<file path="src/rtl/tra_safety_mon.sv">
// Safety monitor for the NS/EW signal heads: flags unsafe/illegal light behaviour, latches the first fault.
// Optional TRA_MON_FORCE_RED_EN adds a registered force_red output asserted while in FAULT.
module tra_safety_mon #(
   parameter int MIN_YELLOW = 3,
   parameter int MAX_HOLD   = 1000,
   parameter int CNT_W      = 16
) (
   input  logic             clk,
   input  logic             rst_n,
   input  logic             clr,
   input  logic [1:0]       ns_car,
   input  logic [1:0]       ns_hmn,
   input  logic [1:0]       ew_car,
   input  logic [1:0]       ew_hmn,
   output logic             fault,
   output logic [2:0]       fault_code,
   output logic [CNT_W-1:0] ns_phase_cnt,
   output logic [CNT_W-1:0] ew_phase_cnt
`ifdef TRA_MON_FORCE_RED_EN
   ,
   output logic             force_red
`endif
);

   localparam logic [1:0] ARM = 2'd0;
   localparam logic [1:0] RUN = 2'd1;
   localparam logic [1:0] FLT = 2'd2;

   localparam logic [1:0] RED = 2'b00;
   localparam logic [1:0] YEL = 2'b01;
   localparam logic [1:0] GRN = 2'b10;
   localparam logic [1:0] INV = 2'b11;

   localparam logic [CNT_W-1:0] HOLD_MAX = CNT_W'(MAX_HOLD);
   localparam logic [CNT_W-1:0] YEL_MIN  = CNT_W'(MIN_YELLOW);
   localparam logic [CNT_W-1:0] ONE      = CNT_W'(1);

   logic [1:0]       state, state_nxt;
   logic [1:0]       ns_prev, ew_prev;
   logic [CNT_W-1:0] ns_dwell, ew_dwell, ns_dwell_nxt, ew_dwell_nxt;
   logic             ns_chg, ew_chg;
   logic             v_inv, v_both, v_ped, v_trans, v_yel, v_hold;
   logic [2:0]       code_nxt;

   function automatic logic legal_step(input logic [1:0] p, input logic [1:0] c);
      return (p == c) || (p == RED && c == GRN) || (p == GRN && c == YEL) || (p == YEL && c == RED);
   endfunction

   assign ns_chg = (ns_car != ns_prev);
   assign ew_chg = (ew_car != ew_prev);
   assign ns_dwell_nxt = ns_chg ? ONE : ((ns_dwell == HOLD_MAX) ? ns_dwell : ns_dwell + ONE);
   assign ew_dwell_nxt = ew_chg ? ONE : ((ew_dwell == HOLD_MAX) ? ew_dwell : ew_dwell + ONE);

   assign v_inv   = (ns_car == INV) || (ns_hmn == INV) || (ew_car == INV) || (ew_hmn == INV);
   assign v_both  = (ns_car != RED) && (ew_car != RED);
   assign v_ped   = (ns_hmn == GRN && ew_car != RED) || (ew_hmn == GRN && ns_car != RED);
   assign v_trans = !legal_step(ns_prev, ns_car) || !legal_step(ew_prev, ew_car);
   // dwell still holds the yellow run length here, since it only resets after this edge
   assign v_yel   = (ns_prev == YEL && ns_car == RED && ns_dwell < YEL_MIN) ||
                    (ew_prev == YEL && ew_car == RED && ew_dwell < YEL_MIN);
   assign v_hold  = (!ns_chg && ns_dwell_nxt == HOLD_MAX) || (!ew_chg && ew_dwell_nxt == HOLD_MAX);

   always_comb begin
      code_nxt = 3'd0;
      if      (v_inv)   code_nxt = 3'd1;
      else if (v_both)  code_nxt = 3'd2;
      else if (v_ped)   code_nxt = 3'd3;
      else if (v_trans) code_nxt = 3'd4;
      else if (v_yel)   code_nxt = 3'd5;
      else if (v_hold)  code_nxt = 3'd6;
   end

   always_comb begin
      state_nxt = state;
      if (clr) state_nxt = ARM;
      else begin
         case (state)
            ARM:     state_nxt = RUN;
            RUN:     if (code_nxt != 3'd0) state_nxt = FLT;
            FLT:     state_nxt = FLT;
            default: state_nxt = ARM;
         endcase
      end
   end

   always_ff @(posedge clk) begin
      if (!rst_n) begin
         state        <= ARM;
         ns_prev      <= RED;
         ew_prev      <= RED;
         ns_dwell     <= '0;
         ew_dwell     <= '0;
         ns_phase_cnt <= '0;
         ew_phase_cnt <= '0;
         fault        <= 1'b0;
         fault_code   <= 3'd0;
      end else begin
         state   <= state_nxt;
         ns_prev <= ns_car;
         ew_prev <= ew_car;
         if (state == ARM) begin
            ns_dwell <= ONE;
            ew_dwell <= ONE;
         end else begin
            ns_dwell <= ns_dwell_nxt;
            ew_dwell <= ew_dwell_nxt;
            if (ns_prev == RED && ns_car == GRN && ns_phase_cnt != '1) ns_phase_cnt <= ns_phase_cnt + ONE;
            if (ew_prev == RED && ew_car == GRN && ew_phase_cnt != '1) ew_phase_cnt <= ew_phase_cnt + ONE;
         end
         if (clr) begin
            fault      <= 1'b0;
            fault_code <= 3'd0;
         end else if (state == RUN && code_nxt != 3'd0) begin
            fault      <= 1'b1;
            fault_code <= code_nxt;
         end
      end
   end

`ifdef TRA_MON_FORCE_RED_EN
   always_ff @(posedge clk) begin
      if (!rst_n) force_red <= 1'b0;
      else        force_red <= (state_nxt == FLT);
   end
`endif

endmodule

</file>
<file path="config.mk">
export PLATFORM = sky130hd
export DESIGN_NAME = tra_safety_mon
export DESIGN_NICKNAME = d
export VERILOG_FILES = /design/src/rtl/tra_safety_mon.sv
export SDC_FILE = /design/constraint.sdc
export NUM_CORES = 1
export LEC_CHECK = 0
export BUFFER_PORTS_ARGS = -buffer_cell sky130_fd_sc_hd__buf_2
export CAP_MARGIN = 10
export CORE_MARGIN = 4
export CORE_UTILIZATION = 55
export DETAILED_ROUTE_END_ITERATION = 8
export PLACE_DENSITY = 0.76
export REMOVE_ABC_BUFFERS = 1
export SLEW_MARGIN = 20
export SYNTH_ARGS = -nofsm -noshare
export SYNTH_HDL_FRONTEND = slang
export SYNTH_SLANG_ARGS = --single-unit
export TNS_END_PERCENT = 30
</file>
<file path="constraint.sdc">
create_clock -name clk -period 3.5 [get_ports clk]
set_input_delay 0.7 -clock clk [delete_from_list [all_inputs] [get_ports clk]]
set_output_delay 0.7 -clock clk [all_outputs]
set_load 0.02 [all_outputs]
</file>
# After elaboration in Yosys (flattened, before gate mapping)
# Cells that the tools add are included.
# Widths: inputs -> output; s select.
op_classes:
  add_sub_neg: 4
  reduce_logical: 45
  bitwise: 2
  order_cmp: 2
  eq_ne: 27
  n_mux: 14
ops:
  columns: ["op", "count"]
  rows:
  - ["$add 16x1->16 const B", 4]
  - ["$eq 16x10->1 const B", 4]
  - ["$mux 16", 4]
  - ["$lt 16x2->1 const B", 2]
  - ["$ne 16x16->1 const B", 2]
  - ["$eq 2x2->1 const B", 11]
  - ["$mux 3", 6]
  - ["$logic_and 1x1->1", 16]
  - ["$logic_or 1x1->1", 13]
  - ["$eq 2x1->1 const B", 5]
  - ["$logic_not 2->1", 5]
  - ["$pmux 2 s3", 1]
  - ["$eq 2x2->1", 2]
  - ["$logic_not 1->1", 4]
  - ["$ne 2x2->1", 2]
  - ["$reduce_and 2->1", 2]
  - ["$reduce_bool 2->1", 2]
  - ["$reduce_or 2->1", 2]
  - ["$reduce_bool 3->1", 1]
  - ["$mux 1", 2]
  - ["$mux 2", 1]
  - ["$ne 2x1->1 const B", 1]
  - ["$not 1->1", 2]
totals:
  elab_cells: 105
  register_bits: 74
  output_inout_bits: 36

# Longest topological paths before layout
depth:
  word_depth: 15
  ltp_mapped: 11
  ltp_nobuf: 10

# Worst setup path after synthesis
# Ideal clock, no wire load.
synth_path:
  kind: "register -> register"
  startpoint: "reg ew_dwell[4]"
  endpoint: "reg fault_code[1]"
  path_slack_ns: 0.772
  setup_time_ns: 0.117
  path_stages_with_launch: 11
  t_arrival_ns: 2.611
  required_time_ns: 3.383
  path_buffers: 2
  cell_sequence: "dfxtp_1 -> buf_6 -> or4_4 -> or4_4 -> buf_6 -> mux2_4 -> nand4_1 -> nor4_2 -> a21oi_2 -> mux2i_1 -> a22o_1"
synth_via:
  elab_chain_cells: 14
  elab_cells_between_ends: 18
  cone_classes: "1 x add/sub; 1 x order compare; 2 x eq/ne; 8 x mux; 6 x reduce/logical"
synth_lines:
  columns: ["item", "line", "source"]
  rows:
  - ["start, declared", "40", "logic [CNT_W-1:0] ns_dwell, ew_dwell, ns_dwell_nxt, ew_dwell_nxt;"]
  - ["start signal, assigned", "106", "ew_dwell <= ew_dwell_nxt;"]
  - ["$add 16x1->16 or $eq 16x10->1 (tied branches)", "52", "assign ew_dwell_nxt = ew_chg ? ONE : ((ew_dwell == HOLD_MAX) ? ew_dwell : ew_dwell + ONE);"]
  - ["$mux 16 (2 in series)", "52", null]
  - ["$eq 16x10->1", "61", "assign v_hold = (!ns_chg && ns_dwell_nxt == HOLD_MAX) || (!ew_chg && ew_dwell_nxt == HOLD_MAX);"]
  - ["$logic_and 1x1->1", "61", null]
  - ["$logic_or 1x1->1", "61", null]
  - ["$mux 3", "70", "else if (v_hold) code_nxt = 3'd6;"]
  - ["$mux 3 *", "69", "else if (v_yel) code_nxt = 3'd5;"]
  - ["$mux 3 *", "68", "else if (v_trans) code_nxt = 3'd4;"]
  - ["$mux 3 *", "67", "else if (v_ped) code_nxt = 3'd3;"]
  - ["$mux 3 *", "66", "else if (v_both) code_nxt = 3'd2;"]
  - ["$mux 3 *", "65", "if (v_inv) code_nxt = 3'd1;"]
  - ["$reduce_bool 3->1", "113", "end else if (state == RUN && code_nxt != 3'd0) begin"]
  - ["$logic_and 1x1->1", "113", null]
  - ["end signal, assigned", "115", "fault_code <= code_nxt;"]
  - ["end, declared", "16", "output logic [2:0] fault_code,"]
# Every way passes the cells marked *; elsewhere a longest branch is shown, timed or not.
# A chain may end at the register's enable or synchronous reset.

# Final worst setup path
layout_path:
  startpoint: "reg ew_dwell[11]"
  endpoint: "reg fault_code[1]"
# The elaborated chain is that of the path after synthesis.

==> results.txt <==
----------------------------------------------------
[Setup path]
  Crit Reg-Reg Startpoint ... ew_dwell[11]
  Crit path capture type ... flip-flop
  Worst endpoint required time ... 3.74 ns
  CP Buf/Inv Count ... 0
  Worst path arrival time ... 3.09 ns
  Crit Path Category ... flip-flop to flip-flop
  Critical Path Start ... ew_dwell[11]
  Maximum cell stage delay along the critical path ... 0.60 ns
  Series of cell instances along the critical path ... or4_1 > or4_4 > mux2_4 > nand4_1 > nor4_2 > a21oi_2 > mux2i_1 > a22o_1
  Worst-path cell with the longest stage delay ... or4_4
  Critical-path maximum fanout ... 6
  Critical path's top delay family ... simple AND/OR/NAND/NOR gates
  Startpoint types ... flip-flop
  Number of stages on the worst setup path ... 8
  R2R depth ... 8

[Timing]
  Finish-stage setup viols ... 0
  Least setup slack across all paths after layout ... 0.652 ns
  Worst clock skew ... 0.0132 ns
  Worst slew pin tran ... 0.710 ns
  Period utilisation layout ... 81.4%
  Achievable clock frequency ... 0.351 GHz
  Final count of hold timing violations ... 0
  Pins Over Slew Limit ... 0
  Headroom to the max-slew limit ... 52.5%
  Setup repair after global routing missed its margin ... false
  Final critical path time including I/O delays and setup ... 2.85 ns
  Worst Hold Margin ... 0.488 ns
  Setup TNS after final layout ... 0 ns

[Yosys]
  Number of distinct library cells after synthesis ... 54
  Sequential element share of the synthesized area ... 36.0%
  Netlist Area Pre-Place ... 4110 um^2
  Synthesized netlist cell count ... 496
  Post-synthesis async set-or-reset flop share ... 0%
  Number of flip-flops and latches in the synthesized netlist ... 74
  Syn_area_per_cell ... 8.29 um^2
  Number of warnings reported in the yosys synthesis log ... 0
  Dominant synthesized flop cell ... dfxtp_1
  Number of flops mapped to enable cells by yosys ... 0

[Global route]
  First-pass GRT wire length ... 15,400 um
  Largest net degree at the start of global routing ... 34
  Initial antenna violation count ... 0
  Number of global-route vias before repair ... 3,459
  Combined global-route utilization of all metal layers ... 21.1%
  Remaining global-route overflow ... 0

[Floorplanning]
  Number of cell rows ... 31
  Core region area ... 7250 um^2
  I/O pin count ... 47
  Die outline area ... 8920 um^2
  DIE HEIGHT ... 94.5 um
  Horizontal die dimension ... 94.5 um
  Effective utilization at floorplan ... 56.7%

[Min path]
  Cell count of the worst hold path ... 2
  Path class of the lowest-slack min-delay path ... flip-flop to flip-flop
  Hold Crit Start ... fault

[Cells and area]
  Top library cells by usage in the layout, fill and taps aside ... 74 x dfxtp_1, 50 x xnor2_1, 47 x nor2_1
  Most frequent standard cell in the layout excluding fill and tap cells ... dfxtp_1
  Ratio of cells with drive above 1 in the final layout ... 14.0%
  Post-layout nets ... 549
  # diodes ... 0
  Number of fill cells in the layout ... 650
  Area grow syn2layout ... 11.2%

[Clocking]
  Number of sinks on the clock net ... 74
  Post-CTS Resized ... 0
  Post-CTS setup-driven buffer insertion count ... 0
  TritonCTS clock tree ... yes
  Number of buffers inserted during clock tree synthesis ... 9
  CTS Hold Buffers Added ... 0
  Skew-Pair Late Insertion Delay ... 0.35 ns
  Clock Pin Slew Worst Setup and Hold Paths ... 0.08 ns
  H-tree level count ... 3
  Cell at the root of the clock tree ... clkbuf_8
  Buffer depth of the longest clock path ... 2

[Power]
  Worst IR Drop VDD ... 290 uV
  Portion of total power attributed to sequential cells ... 52.7%
  Internal ... 1.24 mW
  Power per unit of standard cell area ... 356 nW/um^2
  Combinational power share ... 5.7%
  Switching Power ... 393 uW
  Power share of the clock group ... 41.6%
  Sw Ratio ... 24.1%
  P_leak ... 1.72 nW

[Drt]
  DRT iter0 DRCs ... 114
  WL per Instance ... 13.6 um
  Via count of the routed design ... 3,548
  DRT Pass-1 Iters ... 4
  Vias per cell ... 5.60
  Sum of routed wire length over all layers ... 8630 um
  Remaining number of nets flagged by the antenna check after routing ... 0
  DRC errors left ... 0

[Status]
  Result of the run ... finished clean

[Place]
  Gpl congestion ... 0.892
  Placed wire-length estimate ... 6300 um
  Count of buffers inserted at the top-level ports ... 46
  Pre-CTS setup slack ... 0.659 ns

[Job]
  Max_cap viols ... 0

----------------------------------------------------
sequential cells by signal, summed over array words and instances (netlist names):
| name | flops |
|---|---|
| ew_dwell | 16 |
| ew_phase_cnt | 16 |
| ns_dwell | 16 |
| ns_phase_cnt | 16 |
| fault_code | 3 |
| ew_prev | 2 |
| ns_prev | 2 |
| state | 2 |
| fault | 1 |
final timing paths:
check             slack, ns       endpoint
setup / recovery       0.65  fault_code[1]
hold / removal         0.49          fault
setup reg to reg       0.65  fault_code[1]
hold reg to reg        0.49          fault
power groups by stage:
stage	combinational, mW	sequential, mW	clock (mW)
6_report	0.0934	0.858	0.677
5_1_grt	0.106	0.859	0.734
4_1_cts	0.0940	0.857	0.697
3_5_place_dp	0.0932	0.877	0
3_3_place_gp	0.0912	0.876	0
2_1_floorplan	0.0575	0.878	0
stage by stage:
step / power (mW) / util (%) / std cells / instance area [um^2]
floorplan: 0.935 / - / 471 / 4000
global placement: 0.968 / 60.3 / 618 / 4370
detailed placement: 0.970 / 60.3 / 618 / 4370
CTS: 1.65 / 63.0 / 634 / 4570
global route: 1.70 / 63.0 / 634 / 4570
finish: 1.63 / 63.0 / 634 / 4570
cells in the mapped netlist (5+ instances only):
library cell,n,share of area [%]
dfxtp_1,74,36
xnor2_1,50,11
nor2_1,47,4.3
and2_1,36,5.5
nand2_1,36,3.3
nand3_1,27,3.3
clkbuf_1,22,2.0
nand4_1,18,2.7
xor2_1,17,3.6
inv_1,16,1.5
nor3_1,12,1.5
nor4_1,12,1.8
a21oi_1,11,1.3
nor2b_1,11,1.7
o21ai_0,9,1.1
ha_1,8,2.4
or3_1,8,1.2
and3_1,7,1.1
and4_1,7,1.5
nor3b_1,6,1.1
nand2b_1,5,0.76
layer usage:
layer | track usage (%) | vias to the layer above | share of wire, %
li1 | - | 1794 | -
met1 | 26.6 | 1654 | 47
met2 | 34.8 | 83 | 46
met3 | 4.70 | 17 | 5.3
met4 | 8.65 | 0 | 2.2
met5 | 0 | - | 0
layout make-up:
class,instances,area (um^2),share of cell area (%)
Tap cell,99,124,2.71
Multi-Input combinational cell,381,2460,53.8
Clock buffer,10,138,3.01
Timing Repair Buffer,48,245,5.36
Inverter,16,60.1,1.31
Sequential cell,74,1480,32.4
Clock inverter,6,63.8,1.40
cell families after synthesis:
| logic type | Yosys count | share of synthesized area [%] |
|---|---|---|
| and+or+nand+nor | 245 | 32.4 |
| adders and majority gates | 8 | 2.43 |
| buffers and inverters | 41 | 4.11 |
| AOI/OAI and AO/OA | 58 | 9.89 |
| xor gates and xnor gates | 67 | 14.3 |
| muxes | 3 | 0.852 |
| DFF | 74 | 36.0 |
worst min-delay path, cell delays in order, from the launching register on:
cell,delay [ns]
dfxtp_1,0.33
inv_1,0.05
a31oi_1,0.07
Note: power is estimated with default switching activity, not from simulation.
